### src/rtl/tl45_decode_hs.sv
// tl45_decode_hs: decode stage for the tl45 core with valid/ready handshakes
// on the fetch side (i_valid/o_ready) and on the execute side (o_valid/i_ready).
//
// Parameters
//   XLEN                width of PC, immediate and the PC-relative adder (>= 20)
//   LOAD_USE_INTERLOCK  1: hold back an instruction that reads the register an
//                       LW in the output slot writes, giving exactly one bubble
//
// Ports
//   i_clk, i_reset_n         clock (rising edge), asynchronous active-low reset
//   i_flush                  synchronous flush: clears the output slot, blocks input
//   i_valid/o_ready          fetch handshake, with i_pc and i_inst
//   o_valid/i_ready          downstream handshake
//   o_pc, o_opcode, o_skp_mode, o_dr, o_sr1, o_sr2, o_imm, o_illegal
//                            registered decoded fields
//
// Optional build macro TL45_DECODE_PERF_EN adds i_perf_clr and o_bubble_cnt, a
// saturating count of cycles in which a presented instruction was interlocked.
module tl45_decode_hs #(
    parameter int unsigned XLEN               = 32,
    parameter bit          LOAD_USE_INTERLOCK = 1'b1
) (
    input  logic            i_clk,
    input  logic            i_reset_n,
    input  logic            i_flush,
    input  logic            i_valid,
    output logic            o_ready,
    input  logic [XLEN-1:0] i_pc,
    input  logic [31:0]     i_inst,
    output logic            o_valid,
    input  logic            i_ready,
    output logic [XLEN-1:0] o_pc,
    output logic [3:0]      o_opcode,
    output logic            o_skp_mode,
    output logic [3:0]      o_dr,
    output logic [3:0]      o_sr1,
    output logic [3:0]      o_sr2,
    output logic [XLEN-1:0] o_imm,
    output logic            o_illegal
`ifdef TL45_DECODE_PERF_EN
    ,
    input  logic            i_perf_clr,
    output logic [31:0]     o_bubble_cnt
`endif
);

    typedef enum logic [3:0] {
        OP_ADD  = 4'h0,
        OP_NAND = 4'h1,
        OP_ADDI = 4'h2,
        OP_LW   = 4'h3,
        OP_SW   = 4'h4,
        OP_GOTO = 4'h5,
        OP_JALR = 4'h6,
        OP_HALT = 4'h7,
        OP_SKP  = 4'h8,
        OP_LEA  = 4'h9,
        OP_ILL  = 4'hF
    } opcode_e;

    // Decoded (combinational) view of the presented instruction
    opcode_e         w_opcode;
    logic            w_skp;
    logic [3:0]      w_dr;
    logic [3:0]      w_sr1;
    logic [3:0]      w_sr2;
    logic [XLEN-1:0] w_imm;
    logic            w_illegal;
    logic [XLEN-1:0] w_sext;
    logic [XLEN-1:0] w_rel;
    logic            w_hazard;
    logic            w_load;

    // Output slot
    logic            r_valid;
    logic [XLEN-1:0] r_pc;
    opcode_e         r_opcode;
    logic            r_skp;
    logic [3:0]      r_dr;
    logic [3:0]      r_sr1;
    logic [3:0]      r_sr2;
    logic [XLEN-1:0] r_imm;
    logic            r_illegal;

    assign w_sext = XLEN'($signed(i_inst[19:0]));
    assign w_rel  = w_sext + i_pc + XLEN'(1);

    always_comb begin
        w_opcode  = OP_ILL;
        w_skp     = 1'b0;
        w_dr      = '0;
        w_sr1     = '0;
        w_sr2     = '0;
        w_imm     = '0;
        w_illegal = 1'b0;
        case (i_inst[31:28])
            OP_ADD, OP_NAND: begin
                w_opcode = opcode_e'(i_inst[31:28]);
                w_dr     = i_inst[27:24];
                w_sr1    = i_inst[23:20];
                w_sr2    = i_inst[3:0];
            end
            OP_ADDI, OP_LW: begin
                w_opcode = opcode_e'(i_inst[31:28]);
                w_dr     = i_inst[27:24];
                w_sr1    = i_inst[23:20];
                w_imm    = w_sext;
            end
            OP_SW: begin
                w_opcode = OP_SW;
                w_sr1    = i_inst[23:20];
                w_sr2    = i_inst[27:24];
                w_imm    = w_sext;
            end
            OP_GOTO: begin
                w_opcode = OP_GOTO;
                w_imm    = w_rel;
            end
            OP_JALR: begin
                w_opcode = OP_JALR;
                w_dr     = i_inst[27:24];
                w_sr1    = i_inst[23:20];
            end
            OP_HALT: begin
                // HALT is issued as a jump to itself
                w_opcode = OP_GOTO;
                w_imm    = i_pc;
            end
            OP_SKP: begin
                w_opcode = OP_SKP;
                w_sr1    = i_inst[23:20];
                w_sr2    = i_inst[3:0];
            end
            OP_LEA: begin
                w_opcode = OP_LEA;
                w_dr     = i_inst[27:24];
                w_imm    = w_rel;
            end
            default: begin
                w_illegal = 1'b1;
            end
        endcase
        if (!w_illegal) begin
            w_skp = i_inst[24];
        end
    end

    // Source fields are zero unless the opcode reads them, and r_dr is
    // non-zero here, so comparing the decoded sources covers exactly the
    // registers the instruction actually reads.
    assign w_hazard = LOAD_USE_INTERLOCK && r_valid && (r_opcode == OP_LW) &&
                      (r_dr != 4'd0) && ((w_sr1 == r_dr) || (w_sr2 == r_dr));

    assign o_ready = (!r_valid || i_ready) && !w_hazard && !i_flush;
    assign w_load  = i_valid && o_ready;

    always_ff @(posedge i_clk or negedge i_reset_n) begin
        if (!i_reset_n) begin
            r_valid   <= 1'b0;
            r_pc      <= '0;
            r_opcode  <= OP_ILL;
            r_skp     <= 1'b0;
            r_dr      <= '0;
            r_sr1     <= '0;
            r_sr2     <= '0;
            r_imm     <= '0;
            r_illegal <= 1'b0;
        end else if (i_flush) begin
            r_valid   <= 1'b0;
            r_pc      <= '0;
            r_opcode  <= OP_ILL;
            r_skp     <= 1'b0;
            r_dr      <= '0;
            r_sr1     <= '0;
            r_sr2     <= '0;
            r_imm     <= '0;
            r_illegal <= 1'b0;
        end else if (w_load) begin
            r_valid   <= 1'b1;
            r_pc      <= i_pc;
            r_opcode  <= w_opcode;
            r_skp     <= w_skp;
            r_dr      <= w_dr;
            r_sr1     <= w_sr1;
            r_sr2     <= w_sr2;
            r_imm     <= w_imm;
            r_illegal <= w_illegal;
        end else if (r_valid && i_ready) begin
            r_valid   <= 1'b0;
        end
    end

    assign o_valid    = r_valid;
    assign o_pc       = r_pc;
    assign o_opcode   = r_opcode;
    assign o_skp_mode = r_skp;
    assign o_dr       = r_dr;
    assign o_sr1      = r_sr1;
    assign o_sr2      = r_sr2;
    assign o_imm      = r_imm;
    assign o_illegal  = r_illegal;

`ifdef TL45_DECODE_PERF_EN
    logic [31:0] r_bubble_cnt;

    always_ff @(posedge i_clk or negedge i_reset_n) begin
        if (!i_reset_n) begin
            r_bubble_cnt <= '0;
        end else if (i_perf_clr) begin
            r_bubble_cnt <= '0;
        end else if (i_valid && w_hazard && (r_bubble_cnt != '1)) begin
            r_bubble_cnt <= r_bubble_cnt + 32'd1;
        end
    end

    assign o_bubble_cnt = r_bubble_cnt;
`endif

endmodule

### config.mk
export PLATFORM = sky130hd
export DESIGN_NAME = tl45_decode_hs
export DESIGN_NICKNAME = d
export VERILOG_FILES = /design/src/rtl/tl45_decode_hs.sv
export SDC_FILE = /design/constraint.sdc
export NUM_CORES = 1
export LEC_CHECK = 0
export CAP_MARGIN = 15
export CORE_MARGIN = 8
export CORE_UTILIZATION = 43
export CTS_BUF_LIST = sky130_fd_sc_hd__clkbuf_8 sky130_fd_sc_hd__clkbuf_16
export CTS_CLUSTER_SIZE = 10
export DETAILED_ROUTE_END_ITERATION = 10
export PLACE_DENSITY = 0.73
export SLEW_MARGIN = 20
export SYNTH_ARGS = -nofsm -noshare
export SYNTH_HDL_FRONTEND = slang
export SYNTH_SLANG_ARGS = --single-unit
export TNS_END_PERCENT = 1
### constraint.sdc
create_clock -name i_clk -period 3 [get_ports i_clk]
set_clock_uncertainty 0.05 [all_clocks]
set_input_delay 0.3 -clock i_clk [delete_from_list [all_inputs] [get_ports i_clk]]
set_output_delay 0.3 -clock i_clk [all_outputs]
set_load 0.05 [all_outputs]
==> impl_results.md, run 1 <==
* Synth Cell Area at 5620 µm²
* CP top delay family: compound AO/OA/AOI/OAI gates
* Placed cell area at 7830 µm²
* Initial core utilization at 44.4%
* Crit-path max cell delay at 0.44 ns
* Critical Path AT at 3.11 ns
* Rel. slew slack at 47.2%
* Pwr dens at 436 nW/µm²
* DP HPWL at 14000 µm
* CTS buffer count at 9
* Req. time, crit path at 3.17 ns
* Total track usage at 22.8%
* Fillers at 1048
* Worst Path Buf+Inv at 1
* Critical path type: in2reg
* Final #Nets at 942
* Fmax at 340 MHz
* Core area at 12700 µm²
* Post-synthesis sequential area ratio at 37.0%
* Vias in the first global route at 5992
* Final slew viol count at 0
* Antenna violations before repair at 0
* Post-Place Setup Slack at -0.514 ns
* Main flop type after synthesis: dfrtp_1
* I/O pin count at 153
* Setup ws final at 0.0629 ns
* Post-Synth XOR/XNOR Area at 5.14%
* Non-filler cells, final at 1019
* Share of cells above drive strength 1 at 15.1%
* DRC Markers at 0
* Number of library cell types mapped by synthesis at 61
* Top cells by count, synth: dfrtp_1, nand2_1, nor2_1
* Max VDD drop at 0.000358 V
* Crit path max fanout at 3
* First-pass GRT wire length at 30700 µm
* RR Endpoint: o_imm[21]$_DFFE_PN0P_
* R2R setup slack at 0.44 ns
* Vias at 5815
* Die H at 130 µm
* Synth top area share at 35.2%
* CP Launch Type: input pin
* Worst setup endpoint: o_imm[27]$_DFFE_PN0P_
* Drt wl/cell at 19.0 µm
* Compound-gate portion of the synthesized area at 24.0%
* Synth warnings at 0
* Row cnt at 41
* Static Leak at 0.00363 µW
* Worst r2r src: o_dr[0]$_DFFE_PN0P_
* Endpoints failing setup at 0
* Cell count after synthesis at 629
* Share of flip-flops with an asynchronous set or reset at 100%
* Fin. Hold Viols at 53
* CP Cell Sequence: clkdlybuf4s50_1 > ha_1 > a21o_1 > a211o_1 > o21ai_4 > a31oi_4 > a2111oi_4 > nor2_2 > a311oi_2 > xor2_1 > o221ai_1
* Cell with the most instances after synthesis: dfrtp_1
* Final WL at 19400 µm
* GRT overflow at 0
* R2r worst-path depth at 10
* Power Total at 3620 µW
* Final instance area at 8290 µm²
* Critical Path Start: i_pc[4]
* Die extent in x at 130 µm
* IO Port Bufs at 152
* Die area at 17000 µm²
* Largest net degree at the start of global routing at 84
* Slew at the pin closest to its max-slew limit at 0.792 ns
* Failing checks: hold timing
* Status: complete, but fails checks
* Max clock buf depth at 2
* Synth top area cells: dfrtp_1, ha_1, mux2i_1, a21oi_1, o21ai_0
* Area grow syn2layout at 47.4%
* Clk Tree Root Cell: clkbuf_16
* TritonRoute pass-1 iters at 6
* Clock transition at the registers of the reported paths at 0.06 ns
* Tmin final at 2.94 ns
* Clock Sinks at 83
* Worst hold slack at -0.0499 ns
* RePlAce Congestion at 0.900
* Max-Cap Viols at 0
* Max H-tree Level at 3
* Vias per inst at 5.71
* Synth Area per Inst at 8.94 µm²
* Largest family of logic cells by synthesized area: compound AO/OA/AOI/OAI gates
* Routed Antenna Nets at 0
* Fin crit share at 97.9%
* CTS tree: built
* EDFF count, synth at 0
* CP Capture Type: register
* Inst Count DP at 996
* Syn_nets at 730
* DR iter-0 viols at 411
* Biggest area consumer among synthesized cells: dfrtp_1
* Hold Path Class: in2async
* Post-synthesis adder-cell area fraction at 7.26%
* #FFs+latches synth at 83
* Levels on crit path at 11
* Simple-Gate Fraction of Synth Area at 15.9%
* Skew-Pair Late Insertion Delay at 0.35 ns
* Critical-path top delay cell: clkdlybuf4s50_1
* Mux cell area share after synthesis at 6.59%
[report_power, final]
| part | switching, µW | total [µW] | leakage [µW] | internal (µW) |
|---|---|---|---|---|
| Sequential | 27.6 | 1190 | 0.00112 | 1170 |
| Combinational | 671 | 1190 | 0.00235 | 516 |
| Clock | 498 | 1230 | 0.000156 | 736 |
| Total | 1200 | 3620 | 0.00363 | 2420 |
[worst min-delay path by stage]
| stage | start | to | slack (ns) | cells after the start |
|---|---|---|---|---|
| 3_3_place_gp | o_imm[23]$_DFFE_PN0P_ | o_imm[23]$_DFFE_PN0P_ | 0.42 | 1 |
| 2_1_floorplan | i_reset_n | o_dr[0]$_DFFE_PN0P_ | -0.05 | 0 |
| 3_5_place_dp | o_imm[23]$_DFFE_PN0P_ | o_imm[23]$_DFFE_PN0P_ | 0.42 | 1 |
| 4_1_cts | i_reset_n | o_imm[3]$_DFFE_PN0P_ | 0.15 | 1 |
| 6_report | i_reset_n | o_imm[3]$_DFFE_PN0P_ | -0.05 | 1 |
| 5_1_grt | i_reset_n | o_pc[5]$_DFFE_PN0P_ | 0.04 | 1 |
[metrics by stage]
stage | util, % | setup TNS [ns]
detailed placement | 61.8 | -4.72
global route | 65.4 | -0.0276
finish | 65.4 | 0
CTS | 64.9 | 0
floorplan | - | 0
global placement | 61.8 | -3.98
[cells by family after synthesis]
logic type | after synthesis
multiplexers | 37
AND/OR/NAND/NOR | 194
buffers and inverters | 52
AO/OA/AOI/OAI | 198
flip-flops | 83
XOR/XNOR | 33
adder cells (fa/ha/maj) | 32
[placed cells by master, fill, tap and decap left out, drive strengths merged, types with 10 or more instances in the layout]
| cell | netlist | layout |
|---|---|---|
| dfrtp | 79 | 79 |
| clkbuf | 19 | 10 |
| buf | 14 | 85 |
| nor2b | 11 | 11 |
| xor2 | 16 | 16 |
| a222oi | 18 | 18 |
| nand3 | 15 | 15 |
| inv | 18 | 20 |
| a21oi | 56 | 56 |
| nand2 | 63 | 63 |
| xnor2 | 17 | 17 |
| o21ai | 57 | 57 |
| clkdlybuf4s50 | 0 | 145 |
| ha | 31 | 31 |
| nand2b | 11 | 11 |
| mux2i | 37 | 37 |
| nor2 | 62 | 62 |
[repair_timing]
| item | in CTS | in global routing |
|---|---|---|
| setup endpoints to repair | 7 | 9 |
| gates resized for setup | 11 | 15 |
| pin swaps | 11 | 13 |
| buffers inserted | 5 | 1 |
| hold buffers | 0 | 0 |
[flip-flops by register name, indices dropped and copies added, names as in the netlist]
signal and cells:
o_sr1 4, o_pc 32, o_skp_mode 1, o_illegal 1, o_dr 4, o_opcode 4
o_sr2 4, o_imm 32, o_valid 1
[per-layer routing]
metal  track usage [%]  vias to the layer above  share of wire [%]
met3              4.04                       31                5.7
met5                 0                        -                  0
met4              9.29                        0                2.1
met2              38.6                      175                 50
li1                  -                     2738                  -
met1              28.0                     2871                 43
[final cells by class]
| class | instances | area [µm²] | share of cell area (%) |
|---|---|---|---|
| clock inverters | 7 | 98.8 | 1.19 |
| diodes | 1 | 2.50 | 0.0302 |
| well taps | 172 | 215 | 2.60 |
| multi-input cells | 494 | 3380 | 40.8 |
| repair buffers | 234 | 2210 | 26.7 |
| flip-flops and latches | 83 | 2080 | 25.1 |
| clock buffers | 9 | 225 | 2.72 |
| inverters | 19 | 71.3 | 0.861 |
Note: power is estimated with default switching activity, not from simulation.
==> inputs of run 2 (changes only) <==
- TNS_END_PERCENT: 1 -> default
==> results of run 2 <==
The final DEF is identical to that of run 1; final timing and power are the same.
==> inputs of run 3 (changes only) <==
- CTS_CLUSTER_SIZE: 10 -> default
==> results of run 3 <==
The final DEF is identical to that of run 1; final timing and power are the same.
